### src/rtl/instr_fetch_queue.sv
// Multi-entry {pc, instr} fetch queue with valid/ready handshakes on both sides and synchronous flush.
// Optional macro IFQ_BYPASS_EN: an empty queue forwards the offered pair combinationally to decode.
module instr_fetch_queue #(
    parameter int unsigned XLEN  = 32,
    parameter int unsigned DEPTH = 4
) (
    input  logic                     clk,
    input  logic                     rst,
    input  logic                     flush,
    input  logic                     in_valid,
    output logic                     in_ready,
    input  logic [XLEN-1:0]          in_pc,
    input  logic [XLEN-1:0]          in_instr,
    output logic                     out_valid,
    input  logic                     out_ready,
    output logic [XLEN-1:0]          out_pc,
    output logic [XLEN-1:0]          out_instr,
    output logic [$clog2(DEPTH):0]   count
);

    localparam int unsigned AW = $clog2(DEPTH);
    localparam int unsigned CW = AW + 1;

    logic [XLEN-1:0] pc_mem    [DEPTH];
    logic [XLEN-1:0] instr_mem [DEPTH];
    logic [AW-1:0]   wr_ptr;
    logic [AW-1:0]   rd_ptr;

    logic empty;
    logic full;
    logic byp;
    logic push;
    logic pop;
    logic wr_en;
    logic rd_en;

    always_comb begin
        empty = (count == '0);
        full  = (count == CW'(DEPTH));
`ifdef IFQ_BYPASS_EN
        byp   = empty & in_valid & !flush & !rst;
`else
        byp   = 1'b0;
`endif
        in_ready  = !rst & !flush & !full;
        out_valid = !rst & !flush & (!empty | byp);
        push      = in_valid & in_ready;
        pop       = out_valid & out_ready;
        // A bypassed pair that is consumed immediately never touches storage
        wr_en     = push & !(byp & out_ready);
        rd_en     = pop & !empty;

        out_pc    = '0;
        out_instr = '0;
        if (out_valid) begin
            if (byp) begin
                out_pc    = in_pc;
                out_instr = in_instr;
            end else begin
                out_pc    = pc_mem[rd_ptr];
                out_instr = instr_mem[rd_ptr];
            end
        end
    end

    always_ff @(posedge clk) begin
        if (rst) begin
            wr_ptr <= '0;
            rd_ptr <= '0;
            count  <= '0;
            for (int unsigned i = 0; i < DEPTH; i++) begin
                pc_mem[AW'(i)]    <= '0;
                instr_mem[AW'(i)] <= '0;
            end
        end else if (flush) begin
            wr_ptr <= '0;
            rd_ptr <= '0;
            count  <= '0;
        end else begin
            if (wr_en) begin
                pc_mem[wr_ptr]    <= in_pc;
                instr_mem[wr_ptr] <= in_instr;
                wr_ptr            <= wr_ptr + AW'(1);
            end
            if (rd_en) begin
                rd_ptr <= rd_ptr + AW'(1);
            end
            case ({wr_en, rd_en})
                2'b10:   count <= count + CW'(1);
                2'b01:   count <= count - CW'(1);
                default: count <= count;
            endcase
        end
    end

endmodule
### config.mk
export PLATFORM = sky130hd
export DESIGN_NAME = instr_fetch_queue
export DESIGN_NICKNAME = d
export VERILOG_FILES = /design/src/rtl/instr_fetch_queue.sv
export SDC_FILE = /design/constraint.sdc
export NUM_CORES = 1
export LEC_CHECK = 0
export CAP_MARGIN = 20
export CORE_UTILIZATION = 50
export CTS_BUF_LIST = sky130_fd_sc_hd__clkbuf_8 sky130_fd_sc_hd__clkbuf_16
export DETAILED_ROUTE_END_ITERATION = 16
export HOLD_SLACK_MARGIN = 0.05
export PLACE_DENSITY_LB_ADDON = 0.1
export SLEW_MARGIN = 20
export SYNTH_ARGS = -nofsm -noshare
export SYNTH_HDL_FRONTEND = slang
export SYNTH_SLANG_ARGS = --single-unit
### constraint.sdc
create_clock -name clk -period 3.6 [get_ports clk]
set_input_delay 0.9 -clock clk [delete_from_list [all_inputs] [get_ports clk]]
set_output_delay 0.9 -clock clk [all_outputs]
set_load 0.01 [all_outputs]
==> impl_metrics.ini <==
[global_routing]
grt_max_degree = 66
gr-total-overflow = 0
grt_use_total_pct = 22.1
antenna_found_initial = 1
grt_pass1_vias = 7262
grt_first_pass_wirelength_mm = 40.4

[placed_design]
placed_area_sq_um = 13800
dp_slack_ns = 0.139
port_buffers = 137
place_hpwl_mm = 14.5
dp_cells = 1174
gp_congestion = 0.719

[power_and_ir_drop]
power_leakage_nw = 5.45
power.total_mw = 6.82
ir_drop_v = 0.000309
power_density_nw_per_um2 = 462

[cts]
cts-root-to-sink-buffers = 3
cts_setup_buffers = 0
cts_resized = 0
insertion_delay_ns = 0.53
clk_pin_slew_ns = 0.06
cts_sinks = 265
tritoncts = built
htreeDepth = 1
hold_buffers = 0
numCtsBuffers = 28
cts-root-buf = clkbuf_16

[finish]
multi_input_area_sq_um = 3790
drive_gt1_share_pct = 15.6
fill_cells = 1766
final_cells = 1225
seq_area_sq_um = 7880
syn2layout_area_growth_pct = 23.1
final_core_util_pct = 62.9
antenna_cells = 0
design_area_sq_um = 14800
finalNetCount = 956

[yosys]
ys.flop_type = edfxtp_1
synth_edf_count = 256
yosys-top-cells-count = 256 x and2_1, 256 x edfxtp_1, 64 x and3_1, 64 x mux4_2, 20 x clkbuf_1
synth_area_leader_cell = edfxtp_1
ys_ff_latch = 265
synth_top_area_share_pct = 64.2
ys_seq_area_share_pct = 65.7
syn-cell-area_sq_um = 12000
synthTopCellsByArea = edfxtp_1 64%, and2_1 13%, mux4_2 12%
yosysWarnings = 0
synth_nets = 823
synth-async-reset-ratio_pct = 0
synthCells = 752
syn_avg_cell_area_sq_um = 15.9
synth_cell_types = 34

[worst_hold_path]
holdCritPathClass = flop to flop
holdPathStages = 1
min_from = rd_ptr[0]

[drt]
vias = 6743
dr.first_iter.drc_count = 486
drtPass1Iterations = 5
wl_per_cell_um = 21.3
routed_wl_mm = 26.1
drtAntennaViolNets = 0
drcViolationCount = 0
via_per_inst = 5.50

[setup_path]
reg2reg_to = count[2]
path_common_cell = clkdlybuf4s50_1
crit_path_start_kind = input port
r2r_cells = 10
crit_path_end_kind = output port
crit_slowest_cell = clkdlybuf4s50_1
slowest_delay_ns = 0.56
crit_required_ns = 2.70
cp_max_fo = 24
crit_chain = clkdlybuf4s50_1 > nor2_4 > buf_12 > and3_1 > clkdlybuf4s50_1
cp.arrival_ns = 2.57
r2r_slack_ns = 0.95
worstReg2RegStart = count[1]
path_class = input port to output port

[sta]
hold_viol = 0
rsz0062_at_grt = false
finalCritPeriodShare_pct = 96.4
fin_worst_skew_ns = 0.0108
fin_crit_ns = 3.47
tightest_slew_ns = 0.753
maxSlewViolCount = 0
whs_ns = 0.501
fin_setup_tns_ns = 0
worst_slew_margin_rel_pct = 49.8
setup_viol = 0
setup_slack_ns = 0.128
max_freq_ghz = 0.288

[die]
num_io_pins = 138
core-area_sq_um = 23500
die-area_sq_um = 24600
initial_core_util_pct = 51.1
rows = 56
die_y_um = 157
die_width_um = 157

[job]
cap_violations = 0

[status]
status = finished clean
## logic make-up (layout without fill, tap and decap cells)
kind of cell             Yosys count  count (layout)  share of synthesized area [%]
AO/OA/AOI/OAI                      9               9                          0.512
XOR/XNOR                           3               3                          0.219
adder cells (fa/ha/maj)            2               2                          0.271
buffers and inverters             63             217                           3.02
flip-flops                       265             265                           65.7
multiplexers                      65              65                           12.1
AND/OR/NAND/NOR                  345             345                           18.2
## state kept, by name, summed over array words and instances (netlist names), named ones only
name / cells
instr_mem: 128
rd_ptr: 2
wr_ptr: 2
pc_mem: 128
count: 3
## critical path, delay by kind of cell
family                 cells  cell delay (ns)
buffers and inverters      3             1.22
AND/OR/NAND/NOR            2             0.44
## area by class of cell
cell class              instances  area share [%]
flip-flops and latches        265            53.4
clock inverters                22            1.40
multi-input cells             424            25.7
repair buffers                160            11.7
clock buffers                  29            4.92
inverters                       6           0.153
well taps                     319            2.71
## how the worst max path moves through the flow
stage	start	endpoint	slack, ns	cells after the start
2_1_floorplan	flush	instr_mem[3][0]	0.31	4
3_3_place_gp	flush	out_instr[30]	0.16	5
3_5_place_dp	flush	out_instr[30]	0.14	5
4_1_cts	flush	out_instr[30]	0.13	5
5_1_grt	flush	out_valid	0.08	6
6_report	flush	out_instr[30]	0.13	5
## report_power, final
part	internal [mW]	total (mW)	leakage (nW)	switching, mW
clock network	1.74	2.88	0.466	1.15
registers	3.52	3.56	2.71	0.0354
logic	0.186	0.380	2.27	0.194
total	5.44	6.82	5.45	1.38
## routing by layer
layer	part of all wire, %	track usage, %
met5	0	0
met1	43	30.6
met4	1.6	5.42
met2	50	37.2
met3	5.8	2.99
## layout by cell type, fill, tap and decap left out
master	instances
a21o_4	1
a21oi_1	2
and2_1	256
and3_1	64
buf_12	15
buf_4	8
bufinv_16	4
clkbuf_16	29
clkdlybuf4s50_1	137
clkinv_1	5
clkinv_2	3
clkinvlp_4	4
dfxtp_1	7
dfxtp_4	2
edfxtp_1	256
fa_1	1
ha_1	1
inv_1	12
mux2i_1	1
mux4_2	64
nand2_1	4
nor2_1	6
nor2_4	2
nor3_1	2
nor3b_4	1
nor4_4	2
nor4b_4	1
o211ai_1	1
o21ai_0	1
o21bai_1	1
o311ai_0	1
o31ai_1	2
or2_0	1
or2_4	3
or3_1	1
or3_2	1
or3b_4	1
xor2_1	3
No activity file was read; power rests on OpenSTA's default activity.
